===== config.mk =====
export PLATFORM = sky130hd
export DESIGN_NAME = time_of_day_counter
export DESIGN_NICKNAME = d
export VERILOG_FILES = /design/src/rtl/time_of_day_counter.sv
export SDC_FILE = /design/constraint.sdc
export NUM_CORES = 1
export LEC_CHECK = 0
export BUFFER_PORTS_ARGS = -buffer_cell sky130_fd_sc_hd__buf_2
export CAP_MARGIN = 20
export CORE_MARGIN = 3
export CORE_UTILIZATION = 50
export CTS_CLUSTER_SIZE = 20
export DETAILED_ROUTE_END_ITERATION = 8
export MAX_ROUTING_LAYER = met4
export PLACE_DENSITY_LB_ADDON = 0.1
export SLEW_MARGIN = 20
export SYNTH_ARGS = -nofsm -noshare
export SYNTH_HDL_FRONTEND = slang
export SYNTH_SLANG_ARGS = --single-unit
export TNS_END_PERCENT = 30

===== constraint.sdc =====
create_clock -name clk_100MHz -period 2.09 [get_ports clk_100MHz]
set_clock_uncertainty 0.15 [all_clocks]
set_input_delay 0 -clock clk_100MHz [delete_from_list [all_inputs] [get_ports clk_100MHz]]
set_output_delay 0 -clock clk_100MHz [all_outputs]
set_load 0.1 [all_outputs]

===== src/rtl/time_of_day_counter.sv =====
// rtl/time_of_day_counter.sv - hh:mm:ss counter advanced by a synchronized 1 Hz edge, with validated time loads
// Optional feature: define TOD_PAUSE_EN to add the pause input that discards detected seconds.
module time_of_day_counter #(
    parameter int TICK_SYNC_STAGES = 2
) (
    input  logic       clk_100MHz,
    input  logic       reset_n,
    input  logic       clk_1Hz,
`ifdef TOD_PAUSE_EN
    input  logic       pause,
`endif
    input  logic       set_valid,
    output logic       set_ready,
    input  logic [4:0] set_hour,
    input  logic [5:0] set_min,
    input  logic [5:0] set_sec,
    output logic       set_err,
    output logic [4:0] hour,
    output logic [5:0] min,
    output logic [5:0] sec,
    output logic       sec_tick,
    output logic       day_tick
);

    typedef enum logic {
        ST_IDLE   = 1'b0,
        ST_COMMIT = 1'b1
    } ld_state_e;

    logic [TICK_SYNC_STAGES-1:0] sync_q;
    logic [TICK_SYNC_STAGES-1:0] fill_q;
    logic                        prev_q;
    logic                        tick_edge;
    logic                        count_en;

    // The reset zeros in the chain are not real samples; prev keeps its reset 1
    // until real samples arrive, so a level already high at release is no edge.
    always_ff @(posedge clk_100MHz or negedge reset_n) begin
        if (!reset_n) begin
            sync_q <= '0;
            fill_q <= '0;
            prev_q <= 1'b1;
        end else begin
            sync_q <= {sync_q[TICK_SYNC_STAGES-2:0], clk_1Hz};
            fill_q <= {fill_q[TICK_SYNC_STAGES-2:0], 1'b1};
            if (fill_q[TICK_SYNC_STAGES-1]) begin
                prev_q <= sync_q[TICK_SYNC_STAGES-1];
            end
        end
    end

    assign tick_edge = sync_q[TICK_SYNC_STAGES-1] & ~prev_q;

`ifdef TOD_PAUSE_EN
    assign count_en = tick_edge & ~pause;
`else
    assign count_en = tick_edge;
`endif

    ld_state_e  state_q, state_d;
    logic [4:0] hour_q, hour_d;
    logic [5:0] min_q, min_d;
    logic [5:0] sec_q, sec_d;
    logic       sec_tick_q, sec_tick_d;
    logic       day_tick_q, day_tick_d;
    logic       set_err_q, set_err_d;
    logic       load_legal;
    logic       load_ok;
    logic       load_bad;

    assign load_legal = (set_hour <= 5'd23) && (set_min <= 6'd59) && (set_sec <= 6'd59);

    always_comb begin
        state_d   = state_q;
        set_ready = 1'b0;
        load_ok   = 1'b0;
        load_bad  = 1'b0;
        if (state_q == ST_COMMIT) begin
            state_d = ST_IDLE;
        end else begin
            set_ready = 1'b1;
            if (set_valid) begin
                state_d  = ST_COMMIT;
                load_ok  = load_legal;
                load_bad = ~load_legal;
            end
        end
    end

    // An accepted legal load overrides a coincident second; it is not queued.
    always_comb begin
        hour_d     = hour_q;
        min_d      = min_q;
        sec_d      = sec_q;
        sec_tick_d = 1'b0;
        day_tick_d = 1'b0;
        set_err_d  = load_bad;
        if (load_ok) begin
            hour_d = set_hour;
            min_d  = set_min;
            sec_d  = set_sec;
        end else if (count_en) begin
            sec_tick_d = 1'b1;
            if (sec_q == 6'd59) begin
                sec_d = 6'd0;
                if (min_q == 6'd59) begin
                    min_d = 6'd0;
                    if (hour_q == 5'd23) begin
                        hour_d     = 5'd0;
                        day_tick_d = 1'b1;
                    end else begin
                        hour_d = hour_q + 5'd1;
                    end
                end else begin
                    min_d = min_q + 6'd1;
                end
            end else begin
                sec_d = sec_q + 6'd1;
            end
        end
    end

    always_ff @(posedge clk_100MHz or negedge reset_n) begin
        if (!reset_n) begin
            state_q    <= ST_COMMIT;
            hour_q     <= 5'd0;
            min_q      <= 6'd0;
            sec_q      <= 6'd0;
            sec_tick_q <= 1'b0;
            day_tick_q <= 1'b0;
            set_err_q  <= 1'b0;
        end else begin
            state_q    <= state_d;
            hour_q     <= hour_d;
            min_q      <= min_d;
            sec_q      <= sec_d;
            sec_tick_q <= sec_tick_d;
            day_tick_q <= day_tick_d;
            set_err_q  <= set_err_d;
        end
    end

    assign hour     = hour_q;
    assign min      = min_q;
    assign sec      = sec_q;
    assign sec_tick = sec_tick_q;
    assign day_tick = day_tick_q;
    assign set_err  = set_err_q;

endmodule


---- Word-level counts from Yosys, hierarchy flattened ----
Cells that the tools add are included.
operators by class
  equality and inequality tests ........... 3
  multiplexer cells ....................... 26
  bitwise gates (word level) .............. 3
  magnitude comparators ................... 3
  reduce and logical (&&, ||, !) cells .... 7
  add/subtract/negate cells ............... 3
operator list
  operator                                                       number
  6-bit 2-to-1 mux                                               7
  5-bit 2-to-1 mux                                               5
  1-bit 2-to-1 mux                                               14
  6-bit by 1-bit adder with 6-bit output, second input constant  2
  6-bit == test, second input constant                           2
  6-bit <= comparator, second input constant                     2
  2-bit nonzero test                                             3
  5-bit by 1-bit adder with 5-bit output, second input constant  1
  5-bit == test, second input constant                           1
  5-bit <= comparator, second input constant                     1
  3-bit AND reduction                                            1
  1-bit logical AND                                              2
  1-bit NOT                                                      2
  2-bit AND reduction                                            1
  1-bit AND                                                      1
word-level totals
  register bits ........................... 26
  logic and storage cells ................. 55
  output and inout bits ................... 21
  input bits .............................. 21

---- Logic depth before layout (Yosys ltp) ----
Gate-level depths: netlist (run 1).
  depth after elaboration ................. 7
  mapped depth ............................ 6
  depth with buffers taken out ............ 5

---- Least setup slack after synthesis (run 1) ----
OpenSTA, ideal clock, no wires.
  path type ............................... reg-to-reg
  from .................................... register min_q[0], in the netlist min[0]
  to ...................................... register hour_q[2], in the netlist hour[2]
  cell stages (with the launch flop) ...... 6
  clock period less this slack ............ 2.510 ns
  required time ........................... 1.858 ns
  path slack .............................. -0.420 ns
  arrival ................................. 2.278 ns
  setup time .............................. 0.082 ns
  path through ............................ dfrtp_1 ha_1 and4b_2 nand2_4 or4_1 a31oi_1
on the way
  longest elaborated chain between the ends .. 3
RTL lines
  element                               line  text
  from (decl)                           62    logic [5:0] min_q, min_d;
  from (signal assigned)                135   min_q <= min_d;
  6-bit == test                         106   if (min_q == 6'd59) begin
  2-bit nonzero test (no source line)   --
  3-bit AND reduction (no source line)  --
  to (signal assigned)                  134   hour_q <= hour_d;
  to (decl)                             61    logic [4:0] hour_q, hour_d;
No other way between the ends.
A chain may end at the register's enable or synchronous reset.

---- Final worst setup path (run 1) ----
  from .................................... register sec_q[0], in the netlist sec[0]
  to ...................................... register hour_q[3], in the netlist hour[3]
on the way
  longest elaborated chain between the ends .. 3
RTL lines
  element                               line  text
  from (decl)                           63    logic [5:0] sec_q, sec_d;
  from (signal assigned)                128   sec_q <= 6'd0;
  from (signal assigned)                136   sec_q <= sec_d;
  6-bit == test                         104   if (sec_q == 6'd59) begin
  2-bit nonzero test (no source line)   --
  3-bit AND reduction (no source line)  --
No other way between the ends.

==> results.md, run 1 <==
- Status: finished clean
- ANT nets after route: 0
- Synth top area cells: dfrtp_1, a31oi_1, nor2_1
- Post-synth EDFFs: 0
- Post-synth cell types: 48
- Sequential share of power: 0.360
- Critical path class: reg2reg
- Filler Cells Inserted: around 200
- Switching share of power: 0.535
- Post-CTS Setup Bufs: 0
- Drt drc: 0
- Final non-filler cell total: 238
- Clock buffer depth: 2
- Initial Utilization: 0.540
- Core Region: 2540 µm²
- 1st-iter DRT viols: 39
- Hold Slack: ~42 ps
- Mapped Cells: 144
- Worst Tran Pin Value: 573 ps
- Leakage: 0.815 nW
- Clk_lat worst skew: 310 ps
- Minimum clock period after layout: around 2000 ps
- Synth cell count leaders: dfrtp_1, nor2_1, a21oi_1, a31oi_1, nand2_1
- Multi-input logic area: between 600 and 700 µm²
- Count leader, synth: dfrtp_1
- Final Wtd Congestion: 0.846
- Die Y-Extent: roughly 60 µm
- Drt total wl: around 3500 µm
- Tcrit/Tclk final: 0.941
- Vias in the first global route: 1312
- Number of diodes: 0
- IO Count: 42
- Die W: 58.4 µm
- Post-synthesis register bit count: 26
- Via density per instance: 5.72
- Worst min-delay path category: in2async
- Fmax: between 0.5 and 0.6 GHz
- Slew Limit Fails: 0
- I/O Buffers: 41
- Clock power frac: 0.107
- Final WS setup: roughly 120 ps
- Power per cell area: 1060 nW/µm²
- DP HPWL: roughly 2400 µm
- Post-Syn Area: 1380 µm²
- CP Data Arrival Time: 2040 ps
- Startpoint type of the worst setup path: flop
- Final setup violation count: 0
- Critical Path End Type: flop
- CTS tree: done
- Clock sink count: 26
- Worst VDD drop: 771 µV
- Max-Cap Viols: 0
- FFs w/ async S/R, synth: 1.00
- Initial DRT Pass Iterations: 4
- Ratio of cells with drive above 1 in the final layout: 0.346
- Drt wl/cell: between 10 and 15 µm
- Crit path max fanout: 8
- Setup TNS: 0 ps
- Yosys warns: 0
- Grt ovf: 0
- Switching power: 1.08 mW
- Combinational share of power: 0.533
- Cell taking the most area after synthesis: dfrtp_1
- Mapped Nets: 168
- RSZ-0062 raised after global routing: no
- CTS root buffer: clkbuf_4
- Setup WS pre-CTS: 109 ps
- H-tree depth: 1
- CP required: 2160 ps
- Initial antenna violation count: 0
- P&R area growth vs syn: 37.8%
- Sequential fraction of the synthesis area: 0.475
- TritonCTS buffer count: 3
- Int Pwr: 936 µW
- Die ar.: 3420 µm²
- Clk slew on worst S/H paths: 140 ps
- Mean Syn Cell Area: 9.55 µm²
- Share of Yosys cell area claimed by the top area cell type: 0.437
- Final hold viol count: 0
- Register Area: 677 µm²
- Via count: between 1000 and 1500
- Nets@finish: approximately 230
- Num rows: 18
- First-pass GRT wire length: 5910 µm
- Main synth FF type: dfrtp_1
- Pin count of the biggest net entering global routing: 27
- Worst rel slew slack: 0.618
- Placed cells: 214
- Gr usage total: 0.227
stage by stage:
stage	instance area (µm²)	utilization	total power, mW
after floorplan	1410	-	1.56
after global placement	1670	0.654	1.75
after detailed placement	1670	0.654	1.77
after CTS	1890	0.743	2.02
after global routing	1890	0.744	2.12
final	1890	0.744	2.01
power groups by stage:
stage	Combinational, mW	Sequential [mW]	Clock [mW]
after CTS	1.07	0.722	0.226
after floorplan	0.279	1.28	0
after global routing	1.13	0.744	0.245
after global placement	1.03	0.726	0
after detailed placement	1.04	0.731	0
final	1.07	0.724	0.215
per-layer routing:
layer  vias up  global-route usage  routed length (µm)
met5         -                   -                   0
li1        669                   -                   -
met3         2              0.0329                 176
met2        46               0.384                1710
met4         0              0.0397                  15
met1       645               0.292                1620
area by class of cell:
cell class                      count  area share
Clock buffer                        4      0.0139
Inverter                            3     0.00594
Multi-Input combinational cell    109       0.369
Sequential cell                    26       0.357
Tap cell                           30      0.0198
Timing Repair Buffer               66       0.234
placed cells by master, fill, tap and decap left out, types with 2 or more instances in the layout:
cell	count
nand4b_1	3
ha_1	2
nor2_1	16
o31ai_1	3
a31oi_1	10
dfstp_2	2
and3_1	2
nor2b_1	3
inv_1	3
nand2_1	7
a21oi_1	10
dfrtp_2	10
buf_4	5
dlygate4sd3_1	20
buf_2	41
a211oi_1	2
and2_1	3
nand3_1	7
nand3b_1	2
dfrtp_1	11
o21ai_0	5
dfrtp_4	3
or3_1	2
nand4_1	4
clkbuf_4	3
what timing repair did:
action | CTS | global route
setup endpoints to repair | 0 | 3
gates resized for setup | 0 | 1
hold buffers | 20 | 0
hold endpoints to repair | 46 | 0
worst paths after layout:
path / start / endpoint / slack (ps) / cells after the start
hold / removal: reset_n / min[1]$_DFFE_PN0P_ / 40 / 2
max in group asynchronous: reset_n / sec[0]$_DFFE_PN0P_ / 1300 / 2
hold reg to reg: sync_q[0]$_DFF_PN0_ / sync_q[1]$_DFF_PN0_ / 220 / 0
setup / recovery: sec[0]$_DFFE_PN0P_ / hour[3]$_DFFE_PN0P_ / 120 / 5
min in group clk_100MHz: clk_1Hz / sync_q[0]$_DFF_PN0_ / 180 / 2
setup reg to reg: sec[0]$_DFFE_PN0P_ / hour[3]$_DFFE_PN0P_ / 120 / 5
flip-flops by register name (all words and copies together), names as in the netlist, 2 cells and up:
register,flops
fill_q,2
hour,5
min,6
sec,6
sync_q,2
cells by family after synthesis:
logic type / Yosys count / share of synthesized area
other: 1 / 0.00273
adder cells (fa/ha/maj): 3 / 0.0273
flip-flops: 26 / 0.475
multiplexers: 2 / 0.0155
AND/OR/NAND/NOR: 63 / 0.263
AO/OA/AOI/OAI: 40 / 0.189
buffers and inverters: 9 / 0.0273
worst max-delay path: stages (launching register included):
cell and delay, ps:
dfrtp_4 520, ha_1 240, and4bb_2 270, and2_1 270, a21o_1 220, a31o_2 230
(Power assumes the default switching activity.)
==> run 2: changes to the inputs <==
CORE_MARGIN = not set   (was 3)
==> results.md, run 2 (synthesized netlist as in run 1, its figures left out) <==
- Drt drc: 0
- Die W: 54.4 µm
- Buffers plus inverters on the worst setup path: 0
- Leakage: between 0.8 and 0.9 nW
- Clock buffer depth: 2
- Initial Utilization: 0.540
- Power per cell area: 1110 nW/µm²
- Die Y-Extent: 54.4 µm
- RSZ-0062 raised after global routing: no
- Startpoint type of the worst setup path: flop
- Final core utilization: 0.755
- Crit path max-delay family: simple AND/OR/NAND/NOR gates
- Initial DRT Pass Iterations: 4
- Slew Limit Fails: 0
- Number of diodes: 0
- Final hold viol count: 0
- H-tree depth: 1
- Grt ovf: 0
- Final Wtd Congestion: just under 0.9
- Worst VDD drop: 1000 µV
- Pin count of the biggest net entering global routing: 27
- CP Data Arrival Time: 2070 ps
- Final non-filler cell total: between 200 and 250
- Final setup violation count: 0
- Placed cells: between 200 and 250
- Max-Cap Viols: 0
- I/O Buffers: 41
- Worst min-delay path category: in2async
- TritonCTS buffer count: 3
- Area after DPL: 1670 µm²
- Initial antenna violation count: 0
- ANT nets after route: 0
- Tcrit/Tclk final: 0.944
- DP HPWL: around 2300 µm
- Crit-path slowest cell: dfrtp_4
- Critical path class: reg2reg
- Vias in the first global route: 1187
- Drt total wl: ~3300 µm
- Via count: 1367
- Via density per instance: 5.74
- CP required: 2190 ps
- Worst Tran Pin Value: 567 ps
- Hold Slack: 29.9 ps
- Gr usage total: 0.262
- Critical Path End Type: flop
- P&R area growth vs syn: 39.7%
- Worst rel slew slack: 0.622
- Num rows: 18
- Die ar.: just under 3000 µm²
- Most common cell after layout, fill and taps aside: buf_2
- CTS root buffer: clkbuf_4
- Setup TNS: 0 ps
- Commonest cells after routing, fill and taps aside: buf_2, dlygate4sd3_1, nor2_1
- Crit-path cells: ha_4 -> and4b_2 -> and2_0 -> or3_1 -> a31oi_1
- Design area: 1920 µm²
- First-pass GRT wire length: 5360 µm
- Ratio of cells with drive above 1 in the final layout: 0.351
- Crit path max fanout: 5
- Nets@finish: 233
- Drt wl/cell: 14.0 µm
- Clock sink count: 26
- Minimum clock period after layout: 1970 ps
- Core Region: around 2500 µm²
- Clk slew on worst S/H paths: 150 ps
- CTS tree: done
- Status: finished clean
- Clk_lat worst skew: 320 ps
- Fmax: 0.507 GHz
- IO Count: 42
- 1st-iter DRT viols: 35
- Max stage delay on crit path: 540 ps
-- run 2: worst reg2reg max path, cell delays in order (launching register included) --
cell and delay [ps]:
dfrtp_4 540, ha_4 180, and4b_2 260, and2_0 220, or3_1 370, a31oi_1 190
-- run 2: report_power, final --
group	switching [mW]	internal, mW	total, mW
clock	0.152	0.194	0.346
combinational	0.815	0.254	1.07
sequential	0.115	0.608	0.723
-- run 2: timing repair --
action                                  in CTS  in global routing
buffers inserted                             0                  0
gates resized for setup                      0                  1
endpoints found under the setup margin       0                  1
hold buffers                                20                  0
endpoints found under the hold margin       46                  0
-- run 2: cell type report --
| type | instances | area [µm²] |
|---|---|---|
| clock buffer | 3 | 22.5 |
| clock inverter | 1 | 30.0 |
| fill | 185 | 624 |
| inverter | 3 | 11.3 |
| multi-input combinational | 109 | 699 |
| sequential | 26 | 677 |
| tap | 30 | 37.5 |
| timing repair buffer | 66 | 443 |
-- run 2: per-layer routing --
| metal | vias up | part of all wire | GRT usage |
|---|---|---|---|
| met1 | 633 | 0.45 | 0.358 |
| met2 | 58 | 0.48 | 0.398 |
| met3 | 4 | 0.057 | 0.0333 |
| li1 | 672 | - | - |
| met5 | - | 0 | - |
| met4 | 0 | 0.011 | 0.0940 |
-- run 2: final timing paths --
path	startpoint	to	slack [ps]	cells after the start
setup / recovery	min[0]$_DFFE_PN0P_	min[0]$_DFFE_PN0P_	120	5
hold / removal	reset_n	sec[5]$_DFFE_PN0P_	30	2
setup reg to reg	min[0]$_DFFE_PN0P_	min[0]$_DFFE_PN0P_	120	5
hold reg to reg	sync_q[0]$_DFF_PN0_	sync_q[1]$_DFF_PN0_	220	0
max in group asynchronous	reset_n	min[1]$_DFFE_PN0P_	1330	2
min in group clk_100MHz	clk_1Hz	sync_q[0]$_DFF_PN0_	160	2
-- run 2: through the flow --
step / total power [mW] / worst slack, ps
after global routing: 2.25 / 43.3
final: 2.14 / 116
after CTS: 2.15 / 99.0
after floorplan: 1.56 / 10.0
after detailed placement: 1.77 / 134
after global placement: 1.75 / 201
